===== src/rtl/br_resolve.sv =====
// Branch resolution unit: carries fetch PC and prediction through ID/EX, flags mispredicts
// and issues a registered predictor update. Optional counters are built with BR_STATS_EN.
module br_resolve #(
    parameter int STATS_W = 32
) (
    input  logic               clk,
    input  logic               rst,
    input  logic               Stall_i,
    input  logic               FetchValid_i,
    input  logic [31:0]        PcIF_i,
    input  logic               PredHit_i,
    input  logic [31:0]        PredTarget_i,
    input  logic               ExIsBranch_i,
    input  logic               ExTaken_i,
    input  logic [31:0]        ExTarget_i,
    output logic [31:0]        ExPc_o,
    output logic               Flush_o,
    output logic [31:0]        RedirectPc_o,
    output logic               WriteEn_o,
    output logic               BranchTaken_o,
    output logic [31:0]        WriteAddr_o,
    output logic [31:0]        WriteTarget_o,
    output logic [STATS_W-1:0] BrCount_o,
    output logic [STATS_W-1:0] MissCount_o
);

    logic        id_valid_q;
    logic [31:0] id_pc_q;
    logic        id_hit_q;
    logic [31:0] id_tgt_q;

    logic        ex_valid_q;
    logic [31:0] ex_pc_q;
    logic        ex_hit_q;
    logic [31:0] ex_tgt_q;
    logic        ex_resolved_q;

    logic        we_q;
    logic        taken_q;
    logic [31:0] waddr_q;
    logic [31:0] wtgt_q;

    logic        fire;
    logic        mispredict;
    logic        advance;

    assign advance    = ~Stall_i;
    assign fire       = ex_valid_q & ExIsBranch_i & ~ex_resolved_q;
    assign mispredict = fire & ((ExTaken_i != ex_hit_q) |
                                (ExTaken_i & (ExTarget_i != ex_tgt_q)));

    always_comb begin
        RedirectPc_o = 32'h0;
        if (mispredict) begin
            RedirectPc_o = ExTaken_i ? ExTarget_i : (ex_pc_q + 32'd4);
        end
    end

    assign Flush_o = mispredict;
    assign ExPc_o  = ex_pc_q;

    // ID record: a flush kills it even while stalled.
    always_ff @(posedge clk or negedge rst) begin
        if (!rst) begin
            id_valid_q <= 1'b0;
            id_pc_q    <= 32'h0;
            id_hit_q   <= 1'b0;
            id_tgt_q   <= 32'h0;
        end else if (advance) begin
            id_valid_q <= FetchValid_i & ~mispredict;
            id_pc_q    <= PcIF_i;
            id_hit_q   <= PredHit_i;
            id_tgt_q   <= PredTarget_i;
        end else if (mispredict) begin
            id_valid_q <= 1'b0;
        end
    end

    // EX record; resolved keeps a stalled branch from firing twice.
    always_ff @(posedge clk or negedge rst) begin
        if (!rst) begin
            ex_valid_q    <= 1'b0;
            ex_pc_q       <= 32'h0;
            ex_hit_q      <= 1'b0;
            ex_tgt_q      <= 32'h0;
            ex_resolved_q <= 1'b0;
        end else if (advance) begin
            ex_valid_q    <= id_valid_q & ~mispredict;
            ex_pc_q       <= id_pc_q;
            ex_hit_q      <= id_hit_q;
            ex_tgt_q      <= id_tgt_q;
            ex_resolved_q <= 1'b0;
        end else if (fire) begin
            ex_resolved_q <= 1'b1;
        end
    end

    always_ff @(posedge clk or negedge rst) begin
        if (!rst) begin
            we_q    <= 1'b0;
            taken_q <= 1'b0;
            waddr_q <= 32'h0;
            wtgt_q  <= 32'h0;
        end else begin
            we_q <= fire;
            if (fire) begin
                taken_q <= ExTaken_i;
                waddr_q <= ex_pc_q;
                wtgt_q  <= ExTarget_i;
            end
        end
    end

    assign WriteEn_o     = we_q;
    assign BranchTaken_o = taken_q;
    assign WriteAddr_o   = waddr_q;
    assign WriteTarget_o = wtgt_q;

`ifdef BR_STATS_EN
    logic [STATS_W-1:0] br_cnt_q;
    logic [STATS_W-1:0] miss_cnt_q;

    // Saturating counters: stop at all-ones.
    always_ff @(posedge clk or negedge rst) begin
        if (!rst) begin
            br_cnt_q   <= '0;
            miss_cnt_q <= '0;
        end else begin
            if (fire && (br_cnt_q != '1)) begin
                br_cnt_q <= br_cnt_q + 1'b1;
            end
            if (mispredict && (miss_cnt_q != '1)) begin
                miss_cnt_q <= miss_cnt_q + 1'b1;
            end
        end
    end

    assign BrCount_o   = br_cnt_q;
    assign MissCount_o = miss_cnt_q;
`else
    assign BrCount_o   = '0;
    assign MissCount_o = '0;
`endif

endmodule


===== config.mk =====
export PLATFORM = sky130hd
export DESIGN_NAME = br_resolve
export DESIGN_NICKNAME = d
export VERILOG_FILES = /design/src/rtl/br_resolve.sv
export SDC_FILE = /design/constraint.sdc
export NUM_CORES = 1
export LEC_CHECK = 0
export BUFFER_PORTS_ARGS = -buffer_cell sky130_fd_sc_hd__buf_4
export CORE_MARGIN = 2
export CORE_UTILIZATION = 40
export DETAILED_ROUTE_END_ITERATION = 12
export GPL_TIMING_DRIVEN = 0
export PLACE_DENSITY = 0.68
export SYNTH_ARGS = -nofsm -noshare
export SYNTH_HDL_FRONTEND = slang
export SYNTH_SLANG_ARGS = --single-unit
export TNS_END_PERCENT = 20

===== constraint.sdc =====
create_clock -name clk -period 2.07 [get_ports clk]
set_clock_uncertainty 0.15 [all_clocks]
set_input_delay 0.207 -clock clk [delete_from_list [all_inputs] [get_ports clk]]
set_output_delay 0.207 -clock clk [all_outputs]
set_load 0.01 [all_outputs]

# Word-level counts from Yosys, hierarchy flattened

Index checks and enable logic that the tools add are counted.
Widths: inputs -> output; s select.

Flip-flop bits (word level): 199
Latch bits: 0
Word-level logic and storage cells: 33
RAM bits: 0
ROM bits: 0
Memories: 0

Equality and inequality tests: 4
Bitwise operators: 9
Magnitude comparators: 0
Reductions and logical operators: 0
Divide/modulo/power cells: 0
$add $sub $neg: 1
Multipliers: 0
Shift operators: 0
Mux-type cells: 6

Operators by type and width:

| cell                  | number |
|---|---|
| $mux 32               | 2 |
| $add 32x3->32 const B | 1 |
| $ne 32x32->1          | 1 |
| $and 1x1->1           | 6 |
| $mux 1                | 4 |
| $ne 2x1->1 const B    | 2 |
| $not 1->1             | 2 |
| $ne 1x1->1            | 1 |
| $or 1x1->1            | 1 |

# Longest topological paths before layout

Gate-level depths: netlist of run 1.

Depth after elaboration: 7
Gate-level depth with buffers: 8

# Worst setup path after synthesis of run 1

No wires, ideal clock.

Path type: flip-flop to output port
Start point: register ex_pc_q[2] (netlist: ExPc_o[2])
End point: output port RedirectPc_o[24]
Data arrival time: 2,347 ps
Path slack: -634 ps
Stages on the path, launching flop included: 7
Path through: dfrtp_1 > ha_1 > nand3_2 > nor4_2 > nand4_1 > xor2_1 > a2111oi_0

Cells in the longest elaborated chain, start to end: 3

RTL lines:

| what                   | line | source |
|---|---|---|
| start, declared        | 33   | `logic [31:0] ex_pc_q;` |
| start signal, assigned | 89   | `ex_pc_q <= id_pc_q;` |
| $add 32x3->32          | 55   | `RedirectPc_o = ExTaken_i ? ExTarget_i : (ex_pc_q + 32'd4);` |
| $mux 32                | 55   |  |
| $mux 32                | 54   | `if (mispredict) begin` |
| end, declared          | 18   | `output logic [31:0] RedirectPc_o,` |

No other way between the ends.

# Worst setup path after layout of run 1

Start point: register ex_pc_q[2] (netlist: ExPc_o[2])
End point: output port RedirectPc_o[25]

The elaborated chain is that of the path after synthesis.

==> impl_summary.md, run 1 <==
Layout
In the final layout, the share of cells above drive strength 1 is 0.455. The number of non-filler instances in the completed layout is 1585. In the final layout, flip-flops and latches occupy 5000 sq um. 0 antenna diodes ended up in the layout. The number of fillers in the final layout is 1829.

In the final layout, the multi-input gates occupy 4390 sq um. The net count of the finished layout is 1391. The area overhead of the layout relative to synthesis is 53.2%. After routing the design area is 14200 sq um. The fraction of the core area covered by cells at the end of the flow is 0.627.

Yosys
The share of the Yosys chip area taken by registers is 0.535. The average cell area after synthesis is 11.1 sq um. The most frequently used flop master after synthesis is sky130_fd_sc_hd__dfrtp_1. Yosys printed 0 warnings. The post-synthesis instance total is 837.

Counting flops and latches in the post-synthesis netlist gives 199. The number of library cell types mapped by synthesis is 40. The synthesized design contains 0 enable-type register cells.

The synthesized area is 9300 sq um. In the synthesized netlist the async set-or-reset flop fraction comes to 1.00.

Critical path
STA classifies the critical path endpoint as an output port. The data arrival time of the critical path is 2.47 ns. The required time at the endpoint of the critical path is 1.71 ns. The cell occurring most often along the worst timing path is sky130_fd_sc_hd__buf_6. Of all nets on the critical path, the largest fanout is 6. The worst register-to-register path begins at ex_tgt_q[1]. The slowest stage of the critical path is the sky130_fd_sc_hd__dfrtp_2 cell. The critical path is of the flip-flop to output port type.

In this run the register-to-register setup slack is -0.16 ns. The maximum cell stage delay along the critical path is 0.46 ns. The sort of element at the start of the critical path is a flip-flop. Traced cell by cell, the critical path runs through nand4_4 -> buf_6 -> nor4_4 -> buf_6 -> and3_4 -> xnor2_2 -> a2111oi_2 -> buf_4. The launching element of the worst setup path is ExPc_o[2].

Routing
The average vias per placed instance is 4.74. Dividing the detail-routed wire length by the instance count gives 17.7 um. The routed via count is 7516.

After detailed routing, the number of remaining DRC violations is 0. The length of the first detailed-routing pass in iterations is 4. The final layout contains routed wiring with a total length of 28.1 mm.

The detailed router's first-iteration violation count is 234. Once detail routing completed, the nets flagged for antenna violations numbered 0.

Timing
The minimum setup slack in the final design is -0.760 ns. For this run, the top clock speed supported by timing is 0.353 GHz. The final number of hold-violating endpoints is 0. Setup violations remaining at the end of the flow were counted as 34. Setup total negative slack on the finished layout was measured at -20.86 ns. The final hold slack is 0.0622 ns. Setup repair after global routing could not meet its margin everywhere. The post-route clock period utilization is 1.37.

The number of pins exceeding their max-slew limit in the final report was 0. The slew at the pin with the worst max-slew slack is 0.818 ns. The worst path in the final design needs a cycle of 2.83 ns, including I/O delays and setup. The worst slew margin relative to its limit is 0.455.

Die
The effective utilization at floorplan is 0.410. The die is 157 um wide. The full die area is 24500 sq um. The number of placement rows is 55. For this design the top-level I/O count stands at 298. The die is 157 um tall.

The core area is 22700 sq um.

CTS
The maximum level of the CTS H-tree is 4. Counting along the longest clock path gives a buffer depth of 2. Clock-pin slew was measured on the worst setup and hold paths at 0.08 ns. The number of clock buffers added by TritonCTS is 17.

At the later pin of the worst-skew pair, clock insertion delay measures 0.44 ns. The library cell used as clock root buffer is sky130_fd_sc_hd__clkbuf_16. For this design, the sink count on the clock tree is 199.

The CTS tree is built.

Placement
The instance area after placement is 11900 sq um. Buffers placed on the I/O ports in this run total 232. The post-DP HPWL is 20.0 mm. The congestion estimate from routability-driven global placement came to 0.870.

Before CTS, the worst setup slack after placement is -0.848 ns. The cell count after placement is 1418.

Flow run
The tool flagged a number of max-cap violations equal to 0.

GRT
The wire length of the first global-routing pass is 43.1 mm. The initial antenna violation count is 0. The residual overflow from global routing is 0. The via count of the first global-routing pass is 7592. The total routing usage reported by global routing is 0.232.

Entering global routing, the biggest net connects 112 pins.

Power and ir drop
Dividing total power by cell area gives a power density of 872 nW/um^2. IR analysis of the VDD net gives a maximum drop of 0.601 mV. The analysis attributes to cell leakage a power of 6.75 nW. The power consumption is 12.4 mW.

Hold path
The min-delay analysis places its worst path in the category input port to flip-flop. The worst hold path startpoint is ExTarget_i[30].

Outcome
The run finished, with violations left. The final reports fail on setup timing.
==> cell type report <==
type                    instances  share of cell area
clock inverters                15              0.0140
flip-flops and latches        199               0.351
well taps                     285              0.0250
plain buffers                 104              0.0501
multi-input cells             590               0.308
repair buffers                371               0.220
inverters                       4             0.00202
clock buffers                  17              0.0299
==> power by group <==
part | switching, mW | internal (mW)
Clock | 1.68 | 1.86
Combinational | 1.71 | 1.90
Sequential | 0.597 | 4.68
Total | 3.99 | 8.44
==> worst paths after layout <==
check,to,cells after the start
setup / recovery,RedirectPc_o[25],8
setup reg to reg,id_valid_q,8
hold / removal,ex_valid_q,6
hold reg to reg,WriteTarget_o[28],2
max in group asynchronous,WriteTarget_o[18],3
min in group asynchronous,ExPc_o[20],2
==> routing by layer <==
metal | part of all wire | track usage
met3 | 0.055 | 0.0404
met2 | 0.49 | 0.388
met1 | 0.43 | 0.301
met4 | 0.031 | 0.0917
met5 | 0 | 0
==> Yosys cell counts, drive strengths merged, types with 16 or more instances <==
cell type,n,area share
dfrtp,199,0.54
a2111oi,19,0.019
buf,69,0.054
nand2,194,0.078
mux2,130,0.16
clkbuf,38,0.015
nand4,16,0.013
nand3,16,0.010
nor2,32,0.013
xor2,17,0.016
nor3,18,0.0097
xnor2,43,0.040
==> cell families (layout without fill, tap and decap cells) <==
group,count (synthesis),after routing,share of synthesized area
AND/OR/NAND/NOR,296,296,0.142
AO/OA/AOI/OAI,30,30,0.0262
other,1,64,0.000403
adder cells (fa/ha/maj),1,1,0.00134
multiplexers,139,139,0.167
XOR/XNOR,60,60,0.0565
buffers and inverters,111,511,0.0707
flip-flops,199,199,0.535
==> placed cells by master (no fill, tap or decap), types with 3 or more instances in the layout <==
master | Yosys | layout
sky130_fd_sc_hd__a21oi_1 | 5 | 5
sky130_fd_sc_hd__a2111oi_4 | 0 | 5
sky130_fd_sc_hd__buf_1 | 4 | 5
sky130_fd_sc_hd__dlygate4sd3_1 | 0 | 100
sky130_fd_sc_hd__clkinv_8 | 0 | 3
sky130_fd_sc_hd__xor2_1 | 17 | 16
sky130_fd_sc_hd__a2111oi_2 | 2 | 10
sky130_fd_sc_hd__mux2i_1 | 9 | 9
sky130_fd_sc_hd__and3_1 | 6 | 4
sky130_fd_sc_hd__clkbuf_1 | 38 | 22
sky130_fd_sc_hd__mux2_2 | 130 | 130
sky130_fd_sc_hd__xnor2_1 | 43 | 30
sky130_fd_sc_hd__nor2_1 | 32 | 29
sky130_fd_sc_hd__buf_6 | 0 | 13
sky130_fd_sc_hd__nand4_1 | 14 | 14
sky130_fd_sc_hd__nor4_4 | 2 | 5
sky130_fd_sc_hd__dfrtp_2 | 0 | 16
sky130_fd_sc_hd__dfrtp_1 | 199 | 183
sky130_fd_sc_hd__nand3_4 | 1 | 3
sky130_fd_sc_hd__o21ai_0 | 3 | 3
sky130_fd_sc_hd__clkbuf_2 | 0 | 7
sky130_fd_sc_hd__nor3_2 | 0 | 5
sky130_fd_sc_hd__nand3_1 | 14 | 12
sky130_fd_sc_hd__inv_6 | 0 | 6
sky130_fd_sc_hd__conb_1 | 1 | 64
sky130_fd_sc_hd__buf_8 | 0 | 4
sky130_fd_sc_hd__clkbuf_16 | 0 | 19
sky130_fd_sc_hd__nor3_1 | 18 | 7
sky130_fd_sc_hd__nand2_1 | 194 | 193
sky130_fd_sc_hd__a2111oi_1 | 1 | 4
sky130_fd_sc_hd__buf_4 | 64 | 318
sky130_fd_sc_hd__nor2_4 | 0 | 3
sky130_fd_sc_hd__xnor2_2 | 0 | 13
sky130_fd_sc_hd__nor3_4 | 0 | 6
==> registers in the layout (all words and copies together), names as in the netlist, 32 cells and up <==
name / cells
id_pc_q: 32
WriteTarget_o: 32
id_tgt_q: 32
ex_tgt_q: 32
ExPc_o: 32
WriteAddr_o: 32
==> timing repair <==
item,CTS,global route
hold buffers,100,0
cloned,2,1
setup buffers,26,9
endpoints found under the setup margin,84,117
hold endpoints to repair,187,0
resized for setup,56,46
pin swaps,26,17
==> critical path: cells and delay by family, from the launching register on <==
kind / cells / cell delay, ns
buffers and inverters: 3 / 0.51
AO/OA/AOI/OAI: 1 / 0.41
AND/OR/NAND/NOR: 3 / 0.58
XOR/XNOR: 1 / 0.07
flip-flops: 1 / 0.46
Note: power is estimated with default switching activity, not from simulation.
==> run 2, diff against run 1 <==
--- a/config.mk
+++ b/config.mk
@@ -11,6 +11,7 @@
 export DETAILED_ROUTE_END_ITERATION = 12
 export GPL_TIMING_DRIVEN = 0
 export PLACE_DENSITY = 0.68
+export SKIP_CTS_REPAIR_TIMING = 1
 export SYNTH_ARGS = -nofsm -noshare
 export SYNTH_HDL_FRONTEND = slang
 export SYNTH_SLANG_ARGS = --single-unit
==> run 2 against run 1 <==
The flow still finishes with violations (setup timing). Combinational power decreased by 2%. Worst setup slack lost 0.087 ns. Cell area decreased by 1.2%. Power down 0.46%. Final cell count fell by 0.69%. Clock power hardly changed. Register-to-register slack gained 0.18 ns. Flip-flop and latch count did not move. Highest routed layer unchanged.
==> impl_summary.md, run 2 (same netlist as run 1, synthesis figures left out) <==
CTS
The number of buffers added by the clock tree synthesis step is 17. The maximum buffer depth of the clock tree is 2. For this design, the sink count on the clock tree is 199. Clock tree synthesis selected as its root buffer the cell sky130_fd_sc_hd__clkbuf_16. The maximum level of the CTS H-tree is 4.

TritonCTS built the clock tree. The clock-pin slew reported for the worst setup and hold paths after clock tree synthesis is 0.08 ns. The clock latency at the later pin of the worst-skew pair is 0.44 ns.

Die
The effective utilization at floorplan is 0.410. The I/O pin total is 298. The floorplan has 55 rows.

The full die area is 24500 sq um. The core area is 22700 sq um. From bottom edge to top edge, the die measures 157 um. The floorplan step set the die width to 157 um.

Critical path
The sort of element at the end of the critical path is an output port. The end of the worst register-to-register path is id_valid_q. For the worst flop-to-flop path, the logic depth is 6. For the worst setup path, the data required time is 1.71 ns. The data arrival time of the critical path is 2.56 ns.

The highest net fanout along the worst path is 6. The origin of the critical flop-to-flop path is ex_tgt_q[1]. STA classifies the critical path startpoint as a flip-flop. The setup check on the worst reg-to-reg path leaves a slack of 0.02 ns.

The critical path in this run is classified as flip-flop to output port.

Timing
Summed over all failing endpoints, the final setup total negative slack is -21.92 ns. The worst path in the final design needs a cycle of 2.92 ns, including I/O delays and setup. Setup repair after global routing could not meet its margin everywhere. The final number of hold-violating endpoints is 0. The slew at the pin with the worst max-slew slack is 0.859 ns. The number of pins exceeding their max-slew limit in the final report is 0. The post-route clock period utilization is 1.41. Once routing completed, OpenROAD measured the worst setup slack at -0.847 ns. Setup violations remaining at the end of the flow were counted as 33. Headroom to the max-slew limit came out at 0.427. The highest clock frequency the design can meet is 0.343 GHz.

GRT
The maximum number of pins on one net before global-route repair is 112. The via count of the first global-routing pass is 6823. The initial antenna violation count is 0. The wire length of the first global-routing pass is 39.2 mm. The total routing usage reported by global routing is 0.212.

After global routing the overflow that remains totals 0.

Routing
Detailed routing inserted a total of 7474 vias. Dividing the detail-routed via count by the number of cells gives 4.75. After detailed routing, the average wire length per cell comes to 17.6 um. The detailed router's first-iteration violation count is 318. The first detailed-routing pass ran for 4 iterations. The wire length after detailed routing is 27.7 mm. After detailed routing, the number of remaining DRC violations is 0.

The count of nets left with antenna violations once routing finished came out at 0.

Layout
The area of the multi-input gates is 4350 sq um. The proportion of layout cells with a drive suffix above 1 is 0.448. After routing the design area is 14100 sq um. In the layout the commonest cells are sky130_fd_sc_hd__buf_4, sky130_fd_sc_hd__nand2_1, sky130_fd_sc_hd__dfrtp_1. Registers take 5000 sq um. Fill cells in the final layout number 1852.

Leaving out fill and tap cells, the most frequent cell in the layout is sky130_fd_sc_hd__buf_4. Once layout is complete, the utilization of the core stands at 0.620. The antenna diode count is 0. The area growth from synthesis to layout is 51.4%. In the final design database the tool counted 1380 nets.

Hold path
The startpoint identified for the worst hold timing path is ExTaken_i. The cell depth of the worst hold path is 5. The end point of the most critical hold path is ex_valid_q.

The path type of the worst min-delay path is input port to flip-flop.

Placement
The post-DP HPWL is 20.0 mm. The total of buffers placed on input and output ports is 232. Summing all placed instances gives a cell area of 11900 sq um. The congestion estimate from routability-driven global placement came to 0.870.

Power and ir drop
The leakage power is 6.64 nW. Across the VDD grid, the largest voltage drop is 0.600 mV. The power consumption is 12.4 mW.

The total power per unit cell area is 878 nW/um^2.

Flow run
The count of max-cap constraint violations is 0.

Outcome
The final reports fail on setup timing. The flow ran to the end, but the final reports show violations.
[run 2: cell types whose count changed in the layout (fill, tap and decap cells not counted), sizes merged]
cell	before	now
buf	342	332
bufinv	3	2
clkbuf	50	49
clkinv	4	5
[run 2: worst max-delay path by stage]
stage / from / endpoint / slack [ns] / depth (start not counted)
detailed placement: ex_tgt_q[7] / RedirectPc_o[7] / -0.85 / 8
global route: ExPc_o[3] / RedirectPc_o[24] / -0.93 / 8
CTS: ex_tgt_q[7] / RedirectPc_o[7] / -1.34 / 8
finish: ExPc_o[3] / RedirectPc_o[24] / -0.85 / 8
global placement: rst / ExPc_o[3] / -0.95 / 1
floorplan: ExPc_o[9] / RedirectPc_o[30] / -0.18 / 6
[run 2: cell type report]
| type | instances | share of cell area |
|---|---|---|
| Clock inverter | 15 | 0.0142 |
| Timing Repair Buffer | 360 | 0.216 |
| Buffer | 104 | 0.0493 |
| Inverter | 4 | 0.00142 |
| Multi-Input combinational cell | 590 | 0.309 |
| Tap cell | 285 | 0.0253 |
| Sequential cell | 199 | 0.355 |
| Clock buffer | 17 | 0.0302 |
[run 2: metrics by stage]
stage                     setup WS, ns  hold WS, ns  std cells
final                           -0.847       0.0607       1574
after global routing            -0.932       0.0817       1574
after CTS                        -1.34       -0.360       1450
after detailed placement        -0.848        0.106       1418
after global placement          -0.947        0.287       1417
after floorplan                 -0.177       -0.239        900
[run 2: report_power, final]
part | switching (mW) | internal (mW) | total, mW
clock | 1.69 | 1.86 | 3.55
combinational | 1.67 | 1.86 | 3.53
sequential | 0.610 | 4.68 | 5.29
total | 3.97 | 8.40 | 12.4
[run 2: worst max-delay path, cell delays in order, from the launching register on]
cell and delay (ns):
sky130_fd_sc_hd__dfrtp_2 0.46, sky130_fd_sc_hd__ha_4 0.18, sky130_fd_sc_hd__nand3_4 0.12, sky130_fd_sc_hd__nor4_4 0.28, sky130_fd_sc_hd__buf_4 0.19, sky130_fd_sc_hd__nand4_1 0.11
sky130_fd_sc_hd__xor2_1 0.19, sky130_fd_sc_hd__a2111oi_2 0.39, sky130_fd_sc_hd__buf_4 0.20
[run 2: layer usage]
metal / share of wire / vias to the layer above / global-route usage
li1: - / 3567 / -
met4: 0.025 / 0 / 0.0830
met5: 0 / - / 0
met1: 0.43 / 3619 / 0.275
met3: 0.050 / 46 / 0.0493
met2: 0.49 / 242 / 0.347
